File: src/rtl/hdmi_tx_config_seq.sv
// hdmi_tx_config_seq: ADV7511 power-up/hot-plug register-write sequencer driving an I2C req/ack master
module hdmi_tx_config_seq #(
  parameter int STARTUP_CYCLES = 2_500_000,
  parameter int GAP_CYCLES = 16,
  parameter int HPD_DEBOUNCE = 1024,
  parameter int MAX_RETRY = 3,
  parameter logic [7:0] DEV_ADDR = 8'h72
) (
  input  logic       clock,
  input  logic       resetn,
  input  logic       start,
  input  logic       hpd,
  output logic       i2c_req,
  output logic [7:0] i2c_dev_addr,
  output logic [7:0] i2c_reg_addr,
  output logic [7:0] i2c_wdata,
  input  logic       i2c_ack,
  input  logic       i2c_nack,
  output logic       busy,
  output logic       done,
  output logic       error,
  output logic       video_enable
);
  localparam int NUM_REGS = 11;
  localparam int PW = $clog2(STARTUP_CYCLES + 1);
  localparam int GW = $clog2(GAP_CYCLES + 1);
  localparam int DW = $clog2(HPD_DEBOUNCE + 1);
  localparam int RW = $clog2(MAX_RETRY + 1);
  localparam int IW = $clog2(NUM_REGS + 1);
  localparam logic [PW-1:0] PWR_LAST = PW'(STARTUP_CYCLES - 1);
  localparam logic [GW-1:0] GAP_LAST = GW'(GAP_CYCLES - 1);
  localparam logic [DW-1:0] DB_LAST = DW'(HPD_DEBOUNCE - 1);
  localparam logic [RW-1:0] RETRY_LAST = RW'(MAX_RETRY - 1);
  localparam logic [RW-1:0] RETRY_MAX = RW'(MAX_RETRY);
  localparam logic [IW-1:0] IDX_LAST = IW'(NUM_REGS - 1);
  localparam logic [15:0] ROM [NUM_REGS] = '{
    16'h4110, 16'h9803, 16'h9AE0, 16'h9C30, 16'h9D61, 16'hA2A4,
    16'hA3A4, 16'hE0D0, 16'hF900, 16'h1500, 16'hAF04
  };
  typedef enum logic [2:0] {IDLE, WAIT_PWR, ISSUE, WAIT_ACK, GAP, DONE, ERROR} state_t;
  state_t state, state_n;
  logic hpd_s1, hpd_s2, hpd_db, hpd_db_q, unplug;
  logic hpd_rise, hpd_fall;
  logic [DW-1:0] db_cnt;
  logic [PW-1:0] pwr_cnt;
  logic [GW-1:0] gap_cnt;
  logic [RW-1:0] retry;
  logic [IW-1:0] idx;
  assign hpd_rise = hpd_db & ~hpd_db_q;
  assign hpd_fall = ~hpd_db & hpd_db_q;
  always_comb begin
    state_n = state;
    case (state)
      IDLE:     state_n = (start | hpd_rise) ? WAIT_PWR : IDLE;
      WAIT_PWR: state_n = hpd_fall ? IDLE : pwr_cnt == PWR_LAST ? ISSUE : WAIT_PWR;
      ISSUE:    state_n = hpd_fall ? IDLE : WAIT_ACK;
      WAIT_ACK: state_n = !i2c_ack ? WAIT_ACK : (unplug | hpd_fall) ? IDLE :
                          i2c_nack ? (retry == RETRY_LAST ? ERROR : GAP) :
                          (idx == IDX_LAST ? DONE : GAP);
      GAP:      state_n = hpd_fall ? IDLE : gap_cnt == GAP_LAST ? ISSUE : GAP;
      DONE, ERROR: state_n = hpd_fall ? IDLE : start ? WAIT_PWR : state;
      default:  state_n = IDLE;
    endcase
  end
  always_ff @(posedge clock) begin
    if (!resetn) begin
      state <= IDLE;
      hpd_s1 <= 1'b0;
      hpd_s2 <= 1'b0;
      hpd_db <= 1'b0;
      hpd_db_q <= 1'b0;
      unplug <= 1'b0;
      db_cnt <= '0;
      pwr_cnt <= '0;
      gap_cnt <= '0;
      retry <= '0;
      idx <= '0;
      i2c_req <= 1'b0;
      i2c_dev_addr <= '0;
      i2c_reg_addr <= '0;
      i2c_wdata <= '0;
      busy <= 1'b0;
      done <= 1'b0;
      error <= 1'b0;
      video_enable <= 1'b0;
    end else begin
      hpd_s1 <= hpd;
      hpd_s2 <= hpd_s1;
      hpd_db_q <= hpd_db;
      db_cnt <= (hpd_s2 == hpd_db || db_cnt == DB_LAST) ? '0 : db_cnt + 1'b1;
      if (hpd_s2 != hpd_db && db_cnt == DB_LAST) hpd_db <= hpd_s2;
      state <= state_n;
      pwr_cnt <= state == WAIT_PWR ? pwr_cnt + 1'b1 : '0;
      gap_cnt <= state == GAP ? gap_cnt + 1'b1 : '0;
      unplug <= state_n == WAIT_ACK && (unplug || hpd_fall);
      if (state == WAIT_PWR) begin
        idx <= '0;
        retry <= '0;
      end else if (state == WAIT_ACK && i2c_ack) begin
        if (i2c_nack) retry <= retry == RETRY_MAX ? retry : retry + 1'b1;
        else begin
          idx <= idx + 1'b1;
          retry <= '0;
        end
      end
      if (state == ISSUE) begin
        i2c_dev_addr <= DEV_ADDR;
        {i2c_reg_addr, i2c_wdata} <= ROM[idx];
      end
      i2c_req <= state_n == WAIT_ACK;
      busy <= !(state_n inside {IDLE, DONE, ERROR});
      done <= state_n == DONE;
      error <= state_n == ERROR;
      video_enable <= state_n == DONE;
    end
  end
endmodule
File: config.mk
export PLATFORM = sky130hd
export DESIGN_NAME = hdmi_tx_config_seq
export DESIGN_NICKNAME = d
export VERILOG_FILES = /design/src/rtl/hdmi_tx_config_seq.sv
export SDC_FILE = /design/constraint.sdc
export NUM_CORES = 1
export LEC_CHECK = 0
export ABC_AREA = 1
export CAP_MARGIN = 20
export CORE_ASPECT_RATIO = 0.75
export CORE_MARGIN = 5
export CORE_UTILIZATION = 35
export CTS_CLUSTER_SIZE = 14
export DETAILED_ROUTE_END_ITERATION = 16
export GPL_TIMING_DRIVEN = 0
export PLACE_DENSITY = 0.56
export SLEW_MARGIN = 20
export SYNTH_ARGS = -nofsm -noshare
export SYNTH_HDL_FRONTEND = slang
export SYNTH_SLANG_ARGS = --single-unit
File: constraint.sdc
create_clock -name clock -period 2.53 [get_ports clock]
set_input_delay 0.3795 -clock clock [delete_from_list [all_inputs] [get_ports clock]]
set_output_delay 0.3795 -clock clock [all_outputs]
set_load 0.02 [all_outputs]
==> flow_summary.ini <==
[setup_path]
cp-end-kind = flop
path_max_fanout = 10
reg2regPathDepth = 10
reg2reg_slack_ns = 0.62
r2r_start = pwr_cnt[0]
slowest_stage = clkdlybuf4s50_1
worst_setup_path_start_kind = input pin
critPathKind = in -> reg
slowest_delay_ns = 0.56
rr_endpoint = unplug
crit_chain = clkdlybuf4s50_1 > clkinv_1 > nor2_2 > inv_1 > buf_2 > a21oi_1
critPathArrivalTime_ns = 2.31
required_ns = 2.79

[logic_synthesis]
postSynthCellCount = 490
syn_area_sq_mm = 0.00348
yosys_most_used_dff = dfxtp_1
yosysSeqAreaShare_pct = 41.4
synth_cell_types = 38
syn_area_per_cell_sq_um = 7.10
ys_ff_latch = 72
yosysWarnings = 0
async_flop_share_pct = 0
synth_edf_count = 0

[detailed_routing]
vias_per_cell = 4.62
totalWireLength_mm = 7.83
final_antenna_net_count = 0
dr_total_vias = 3093
firstDrtPassIters = 4
drtIter0Drc = 164
drc = 0
post_drt_wl_per_cell_microns = 11.7

[placed_design]
dpl_cell_area_sq_mm = 0.00395
port_buffers = 29
dp_hpwl_mm = 6.03
gp_congestion = 0.847

[floorplanning]
placementRows = 31
core_area_sq_mm = 0.00970
io_pins = 35
die_x_microns = 125
dieArea_sq_mm = 0.0121
die_h_microns = 96.4
start_util_pct = 35.9

[timing]
slew_headroom_pct = 65.5
tightest_slew_ns = 0.516
layout_min_cycle_time_ns = 2.05
setup_viol = 0
hold_viol_final = 0
fmax_mhz = 487
skew_ns = 0.00421
setup_tns_ns = 0
period_share_pct = 81.1
slew_viol_final = 0
grt_setup_unrepaired = no

[worst_hold_path]
min_from = hpd_s1
hp-class = reg -> reg
whs_path_depth = 2
whs_endpoint = hpd_s2

[clock_tree]
cts-buffers-inserted = 9
post_cts_buffers = 0
cts.sinks = 72
ctsResizeCount = 0
cts_buffer_depth = 2
cts_root_buf = clkbuf_16
tritoncts = yes
insertion_delay_ns = 0.33
path_clk_slew_ns = 0.06
htree_levels = 3
cts_hold_buf = 0

[power]
ir_drop_v = 0.000518
p_leak_nw = 1.67
power.density_mw_per_mm2 = 584

[cells_and_area]
fillers = 1015
area_delta_synth_final_pct = 22.0
layout-drive-gt1-share_pct = 9.11
regArea_sq_mm = 0.00144
fin_nets = 550
n_antenna_cell = 0
fin_area_sq_mm = 0.00425
multi_input_area_sq_mm = 0.00172

[global_routing]
grt_pass1_wl_mm = 13.3
grt_pass1_vias = 2834
track_usage_pct = 13.7
grt-ovfl-total = 0
grt_max_degree = 13
antenna_found_initial = 0

[status]
status = finished, final reports clean

[job]
drv_cap = 0
## worst max-delay path, delay by kind of cell
family / cells / cell delay [ns]
buf+inv: 4 / 1.35
simple gates: 1 / 0.45
compound gates: 1 / 0.14
## power breakdown
part            total, W  internal, W  switching (W)
Clock            0.00126     0.000782       0.000478
Combinational  0.0000780    0.0000269      0.0000510
Sequential       0.00114      0.00114     0.00000464
Total            0.00248      0.00195       0.000533
## through the flow
step                power (W)  setup WS [ns]  cells  util, %  hold WS (ns)
floorplan             0.00122          0.943    494        -         0.390
global placement      0.00125         0.0905    655     40.7         0.411
detailed placement    0.00125         0.0916    655     40.7         0.412
CTS                   0.00252          0.448    670     43.8         0.429
global route          0.00259          0.295    670     43.8         0.442
finish                0.00248          0.478    670     43.8         0.421
## Yosys cell counts, types with 5 or more instances
library cell / number / area [sq um]
nand2_1: 101 / 379
dfxtp_1: 72 / 1440
nor2_1: 69 / 259
inv_1: 64 / 240
a21oi_1: 45 / 225
nand3_1: 28 / 140
o21ai_0: 19 / 95.1
nor3_1: 12 / 60.1
ha_1: 10 / 125
buf_4: 9 / 67.6
or2_2: 7 / 43.8
nand4_1: 6 / 37.5
nor3b_1: 5 / 37.5
xor2_1: 5 / 43.8
## cell families after synthesis
family	synth area share, %
other	0.108
AO/OA/AOI/OAI	11.3
AND/OR/NAND/NOR	32.1
XOR/XNOR	1.76
flip-flops	41.4
adder cells (fa/ha/maj)	3.59
buffers and inverters	9.67
## metal layers
layer  routed length [microns]  vias to the layer above  share of wire, %  global-route usage [%]
met5                         0                        -                 0                       0
met4                        73                        0              0.93                    4.33
met3                       419                        9               5.4                    4.33
met2                      3150                       60                40                    19.2
met1                      4190                     1384                54                    19.8
li1                          -                     1640                 -                       -
## layout by cell type, fill, tap and decap left out, types with 2 or more instances in the layout
cell	synthesis	final
nand2_1	101	101
dfxtp_1	72	72
nor2_1	69	69
inv_1	64	64
a21oi_1	45	45
clkdlybuf4s50_1	0	29
nand3_1	28	28
o21ai_0	19	19
nor3_1	12	12
ha_1	10	10
buf_4	9	9
clkbuf_16	0	9
or2_2	7	7
nand4_1	6	6
xor2_1	5	5
nor3b_1	5	5
conb_1	1	5
nand2_2	4	4
nor2_4	4	4
clkbuf_1	3	3
a31oi_1	3	3
clkinvlp_4	0	3
xnor2_1	2	2
buf_2	2	2
nand2_4	2	2
o211ai_1	2	2
## how the worst max path moves through the flow
| stage | startpoint | to | slack, ns | depth (start not counted) |
|---|---|---|---|---|
| after floorplan | pwr_cnt[0] | pwr_cnt[14] | 0.94 | 10 |
| after global placement | resetn | pwr_cnt[20] | 0.09 | 6 |
| after detailed placement | resetn | pwr_cnt[20] | 0.09 | 6 |
| after CTS | resetn | pwr_cnt[20] | 0.45 | 6 |
| after global routing | resetn | pwr_cnt[17] | 0.29 | 6 |
| final | resetn | pwr_cnt[12] | 0.48 | 6 |
## flip-flops by register name (all words and copies together) (netlist names), 2 cells and up
register / count
db_cnt: 11
gap_cnt: 5
i2c_reg_addr: 8
i2c_wdata: 7
idx: 4
pwr_cnt: 22
retry: 2
state: 3
## layout make-up
| class | instances | area share [%] |
|---|---|---|
| flip-flops and latches | 72 | 33.9 |
| repair buffers | 29 | 6.83 |
| well taps | 132 | 3.89 |
| clock buffers | 10 | 5.63 |
| clock inverters | 5 | 1.35 |
| multi-input cells | 342 | 40.4 |
| plain buffers | 14 | 2.09 |
| inverters | 66 | 5.83 |
No activity file was read; power rests on OpenSTA's default activity.
